File: config.mk
export PLATFORM = sky130hd
export DESIGN_NAME = shift_add_mult_16
export DESIGN_NICKNAME = d
export VERILOG_FILES = /design/src/rtl/mult_pkg.sv /design/src/rtl/adder_16.sv /design/src/rtl/shift_add_mult_16.sv
export SDC_FILE = /design/constraint.sdc
export NUM_CORES = 1
export LEC_CHECK = 0
export CORE_ASPECT_RATIO = 1.25
export CORE_MARGIN = 2
export CORE_UTILIZATION = 45
export CTS_CLUSTER_DIAMETER = 100
export CTS_CLUSTER_SIZE = 10
export DETAILED_ROUTE_END_ITERATION = 8
export PLACE_DENSITY_LB_ADDON = 0.15
export SYNTH_ARGS = -nofsm -noshare
export SYNTH_HDL_FRONTEND = slang
export SYNTH_HIERARCHICAL = 1
export SYNTH_SLANG_ARGS = --single-unit
export TNS_END_PERCENT = 30
File: constraint.sdc
create_clock -name clk -period 6.7 [get_ports clk]
set_input_delay 1.34 -clock clk [delete_from_list [all_inputs] [get_ports clk]]
set_output_delay 1.34 -clock clk [all_outputs]
set_load 0.05 [all_outputs]
File: src/rtl/mult_pkg.sv
// Shared types and constants for the 16x16 shift-and-add multiplier.
package mult_pkg;

   localparam int unsigned MULT_W    = 16;
   localparam logic [4:0]  ITER_LAST = 5'd15;

   typedef enum logic [1:0] {
      IDLE = 2'b00,
      RUN  = 2'b01,
      DONE = 2'b10
   } state_e;

endpackage

File: src/rtl/adder_16.sv
// 16-bit adder with carry-in and carry-out; the single adder the multiplier time-shares.
module adder_16 (
   input  logic [15:0] a_i,
   input  logic [15:0] b_i,
   input  logic        c_i,
   output logic [15:0] s_o,
   output logic        c_o
);

   logic [16:0] sum;

   assign sum = {1'b0, a_i} + {1'b0, b_i} + {16'b0, c_i};
   assign s_o = sum[15:0];
   assign c_o = sum[16];

endmodule

File: src/rtl/shift_add_mult_16.sv
// Sequential 16x16 unsigned shift-and-add multiplier, 17 cycles per product.
// Optional overflow flag port enabled by defining MULT_OVF_FLAG_EN.
module shift_add_mult_16
   import mult_pkg::*;
#(
   parameter int unsigned WIDTH = MULT_W
) (
   input  logic                 clk,
   input  logic                 reset,
   input  logic                 start,
   input  logic [WIDTH-1:0]     a,
   input  logic [WIDTH-1:0]     b,
   output logic                 busy,
   output logic                 done,
   output logic [2*WIDTH-1:0]   product
`ifdef MULT_OVF_FLAG_EN
   ,
   output logic                 ovf
`endif
);

   state_e            state_q, state_d;
   logic [MULT_W-1:0] m_q, m_d;
   logic [MULT_W-1:0] acc_q, acc_d;
   logic [MULT_W-1:0] q_q, q_d;
   logic [4:0]        cnt_q, cnt_d;

   logic [MULT_W-1:0] add_s;
   logic              add_c;
   logic [MULT_W:0]   psum;

   adder_16 u_adder (
      .a_i (acc_q),
      .b_i (m_q),
      .c_i (1'b0),
      .s_o (add_s),
      .c_o (add_c)
   );

   // Partial sum keeps the adder carry as bit 16 so it shifts into acc[15].
   assign psum = q_q[0] ? {add_c, add_s} : {1'b0, acc_q};

`ifdef MULT_OVF_FLAG_EN
   logic ovf_q, ovf_d;
`endif

   always_comb begin
      state_d = state_q;
      m_d     = m_q;
      acc_d   = acc_q;
      q_d     = q_q;
      cnt_d   = cnt_q;
`ifdef MULT_OVF_FLAG_EN
      ovf_d   = ovf_q;
`endif
      unique case (state_q)
         IDLE, DONE: begin
            state_d = IDLE;
            if (start) begin
               state_d = RUN;
               m_d     = a;
               q_d     = b;
               acc_d   = '0;
               cnt_d   = '0;
`ifdef MULT_OVF_FLAG_EN
               ovf_d   = 1'b0;
`endif
            end
         end
         RUN: begin
            {acc_d, q_d} = {psum, q_q[MULT_W-1:1]};
            cnt_d        = cnt_q + 5'd1;
            if (cnt_q == ITER_LAST) begin
               state_d = DONE;
`ifdef MULT_OVF_FLAG_EN
               ovf_d   = |psum[MULT_W:1];
`endif
            end
         end
         default: state_d = IDLE;
      endcase
   end

   always_ff @(posedge clk) begin
      if (reset) begin
         state_q <= IDLE;
         m_q     <= '0;
         acc_q   <= '0;
         q_q     <= '0;
         cnt_q   <= '0;
`ifdef MULT_OVF_FLAG_EN
         ovf_q   <= 1'b0;
`endif
      end else begin
         state_q <= state_d;
         m_q     <= m_d;
         acc_q   <= acc_d;
         q_q     <= q_d;
         cnt_q   <= cnt_d;
`ifdef MULT_OVF_FLAG_EN
         ovf_q   <= ovf_d;
`endif
      end
   end

   assign busy    = (state_q == RUN);
   assign done    = (state_q == DONE);
   assign product = {acc_q, q_q};
`ifdef MULT_OVF_FLAG_EN
   assign ovf     = ovf_q;
`endif

endmodule

==> reports/summary.txt <==
Status: finished, final reports clean
Kind of critical path: reg2out
Xor and xnor area share after synthesis: 3.97%
TritonCTS Sinks: 55
Final Max Tran Viols: 0
CP endpoint: busy
Hold depth: 2
Synth Instances: 364
Most frequent cells in the layout: clkdlybuf4s50_1, a21oi_1, dfxtp_1
Routed WL: 7.27 mm
Worst Max-Slew Pin Slew: 1050 ps
RSZ-0062 raised after global routing: false
GRT Total Usage: 20.1%
Static leakage: 1.50 nW
CTS buffer count: 5
Vias in the first global route: 2826
CTS Hold Bufs: 0
Sequential cell fraction of total power: 52.0%
Slew headroom: 29.9%
Worst R2R Path Depth: 10
Max Cap Viol: 0
CP Capture Type: output pin
Clock Latency Late Sink: 310 ps
Placeable Area: 6610 um^2
Final Power: 0.000682 W
Largest family of logic cells by synthesized area: compound AO/OA/AOI/OAI gates
Worst setup path start: state_q[1]
CTS tree: yes
Yosys reg bits: 55
Iteration-0 DRC Markers: 134
Largest net degree at the start of global routing: 57
Sw Share: 30.5%
Final setup violation count: 0
Antenna violations before repair: 0
I/O Buffers: 68
Hold Path Class: reg2reg
Clk buf depth: 2
Synth warn: 6
Sequential share of the synthesized area: 35.7%
Cell family with most CP delay: buffers and inverters
P per Cell Area: 179 nW/um^2
Library cells used by synthesis: 44
Die width: 78.1 um
Net count after synthesis: 418
Area Growth Syn to Fin: 23.6%
Remaining Overflow, GRT: 0
Reg2Reg Launch Point: acc_q[0]
Critical register-to-register path endpoint: acc_q[13]
Row Count: 33
# resized after CTS: 0
WHS: 464 ps
Max incr delay on CP: 880 ps
Mean post-synth cell area: 8.48 um^2
CP Launch Type: flop
Clk pin slew, worst setup/hold paths: 100 ps
Final Critical Period: 3640 ps
Die Span Y: 96.6 um
Final RePlAce weighted congestion: 0.855
Die area: 7540 um^2
Drc violations: 0
Comb power frac: 20.8%
Clk pwr share: 27.2%
Fmax: 274 MHz
Peak supply drop: 0.126 mV
Seq. cell area: 1100 um^2
Clock root cell: clkbuf_8
CP bufs+invs: 3
Layout cell share with drive strength beyond 1: 8.92%
Switch Pwr: 0.000208 W
Ant. Diodes: 0
Mux contribution to synthesized area: 6.33%
Initial Utilization: 46.7%
Fin. Hold Viols: 0
Levels on crit path: 4
Reg2Reg Setup Slack: 3770 ps
Cell area after synthesis: 3090 um^2
Clock Skews: 4.67 ps
Synth Area in Simple Gates: 18.0%
Crit-path max FO: 40
Commonest non-fill, non-tap cell in the layout: clkdlybuf4s50_1
Crit share post-route: 54.4%
WP data required: 5360 ps
First-pass GRT wire length: 12.4 mm
Final ANT Viol Nets: 0
Core Util, Final: 57.7%
IO Count: 69
WL/cell: 14.5 um
CP max stage cell: clkdlybuf4s50_1
Setup TNS: 0 ps
Crit-path cells: nand2b_2, buf_4, inv_4, clkdlybuf4s50_1
Fillcell total: 626
Htree depth: 2
DR vias/cell: 5.53
Vias after detailed routing: 2778
Multi-input gate area: 1820 um^2
Critical Path AT: 2300 ps
Adder-cell share of the synthesized area: 8.19%
Pint: 0.000474 W
Compound-Gate Fraction of Synth Area: 22.1%
Final HPWL DP: 4.78 mm
Nets: 468
Setup bufs post-CTS: 0
DRT Pass-1 Iters: 5
==> cell families after synthesis <==
group / count (synthesis)
other: 1
AO/OA/AOI/OAI: 110
XOR/XNOR: 14
AND/OR/NAND/NOR: 119
adder cells (fa/ha/maj): 19
buffers and inverters: 29
flip-flops: 55
multiplexers: 17
==> power by group through the flow <==
stage               clock [W]  sequential (W)  combinational (W)
CTS                  0.000193        0.000355           0.000142
detailed placement          0        0.000362           0.000142
finish               0.000185        0.000355           0.000142
global route         0.000202        0.000358           0.000154
floorplan                   0        0.000383          0.0000754
global placement            0        0.000363           0.000140
==> worst reg2reg max path, cell delays in order, from the launching register on <==
cell,delay (ps)
dfxtp_1,360
fa_1,480
fa_1,440
a21o_1,220
a221o_2,390
a21oi_2,240
a21oi_1,110
xor2_1,150
mux2_2,260
nand2_1,70
a21oi_1,60
==> worst min-delay path by stage <==
| stage | startpoint | end | slack [ps] |
|---|---|---|---|
| after CTS | m_q[11] | m_q[11] | 470 |
| after floorplan | m_q[10] | m_q[10] | 440 |
| after detailed placement | m_q[14] | m_q[14] | 450 |
| after global routing | m_q[11] | m_q[11] | 480 |
| final | m_q[11] | m_q[11] | 460 |
| after global placement | m_q[8] | m_q[8] | 450 |
==> sequential cells by signal, indices dropped and copies added (netlist names) <==
signal   flops
acc_q       16
cnt_q        5
m_q         16
q_q         16
state_q      2
==> layout make-up <==
class	count	area share, %
inverter	2	0.263
tap	87	2.86
clock buffer	7	2.00
timing repair buffer	70	18.1
clock inverter	1	0.230
multi-input combinational	280	47.7
sequential	55	28.9
==> synth_stat cells (all sizes together) <==
library cell  number  share of area, %
nand2b             4              0.89
a221o              1              0.36
a211oi             3               1.1
o211ai             3              0.73
nor2               7              0.85
fa                 2               1.3
conb               1              0.12
ha                17               6.9
mux2              17               6.3
and4               1              0.28
nand4              4              0.81
a31o               1              0.28
clkbuf             6              0.73
o2111a             1              0.36
o21ai              4              0.65
o21a               3              0.73
nor3               2              0.32
a31oi              2              0.41
a21oi             64                11
nand3             37               6.0
inv                2              0.32
xnor2              8               2.3
o21bai             1              0.24
a21o               9               2.2
nor2b              5               1.0
nand2             52               6.3
a311oi             1              0.28
and3               3              0.61
xor2               6               1.7
dfxtp             55                36
buf               21               4.5
o221ai             1              0.28
nor3b              2              0.49
or2                2              0.41
a22oi             16               3.9
==> layer usage <==
metal | vias up | routed length, um | GRT usage [%]
met5 | - | 0 | 0
met4 | 0 | 40 | 5.70
met3 | 4 | 342 | 4.18
met2 | 68 | 3530 | 37.5
met1 | 1308 | 3350 | 23.2
li1 | 1398 | - | -
==> metrics by stage <==
| stage | worst slack, ps | area (um^2) | std cells |
|---|---|---|---|
| after detailed placement | 3400 | 3730 | 494 |
| after global routing | 2950 | 3810 | 502 |
| after CTS | 3040 | 3810 | 502 |
| after floorplan | 3840 | 3090 | 364 |
| final | 3060 | 3810 | 502 |
| after global placement | 3410 | 3730 | 494 |
(Power assumes the default switching activity.)
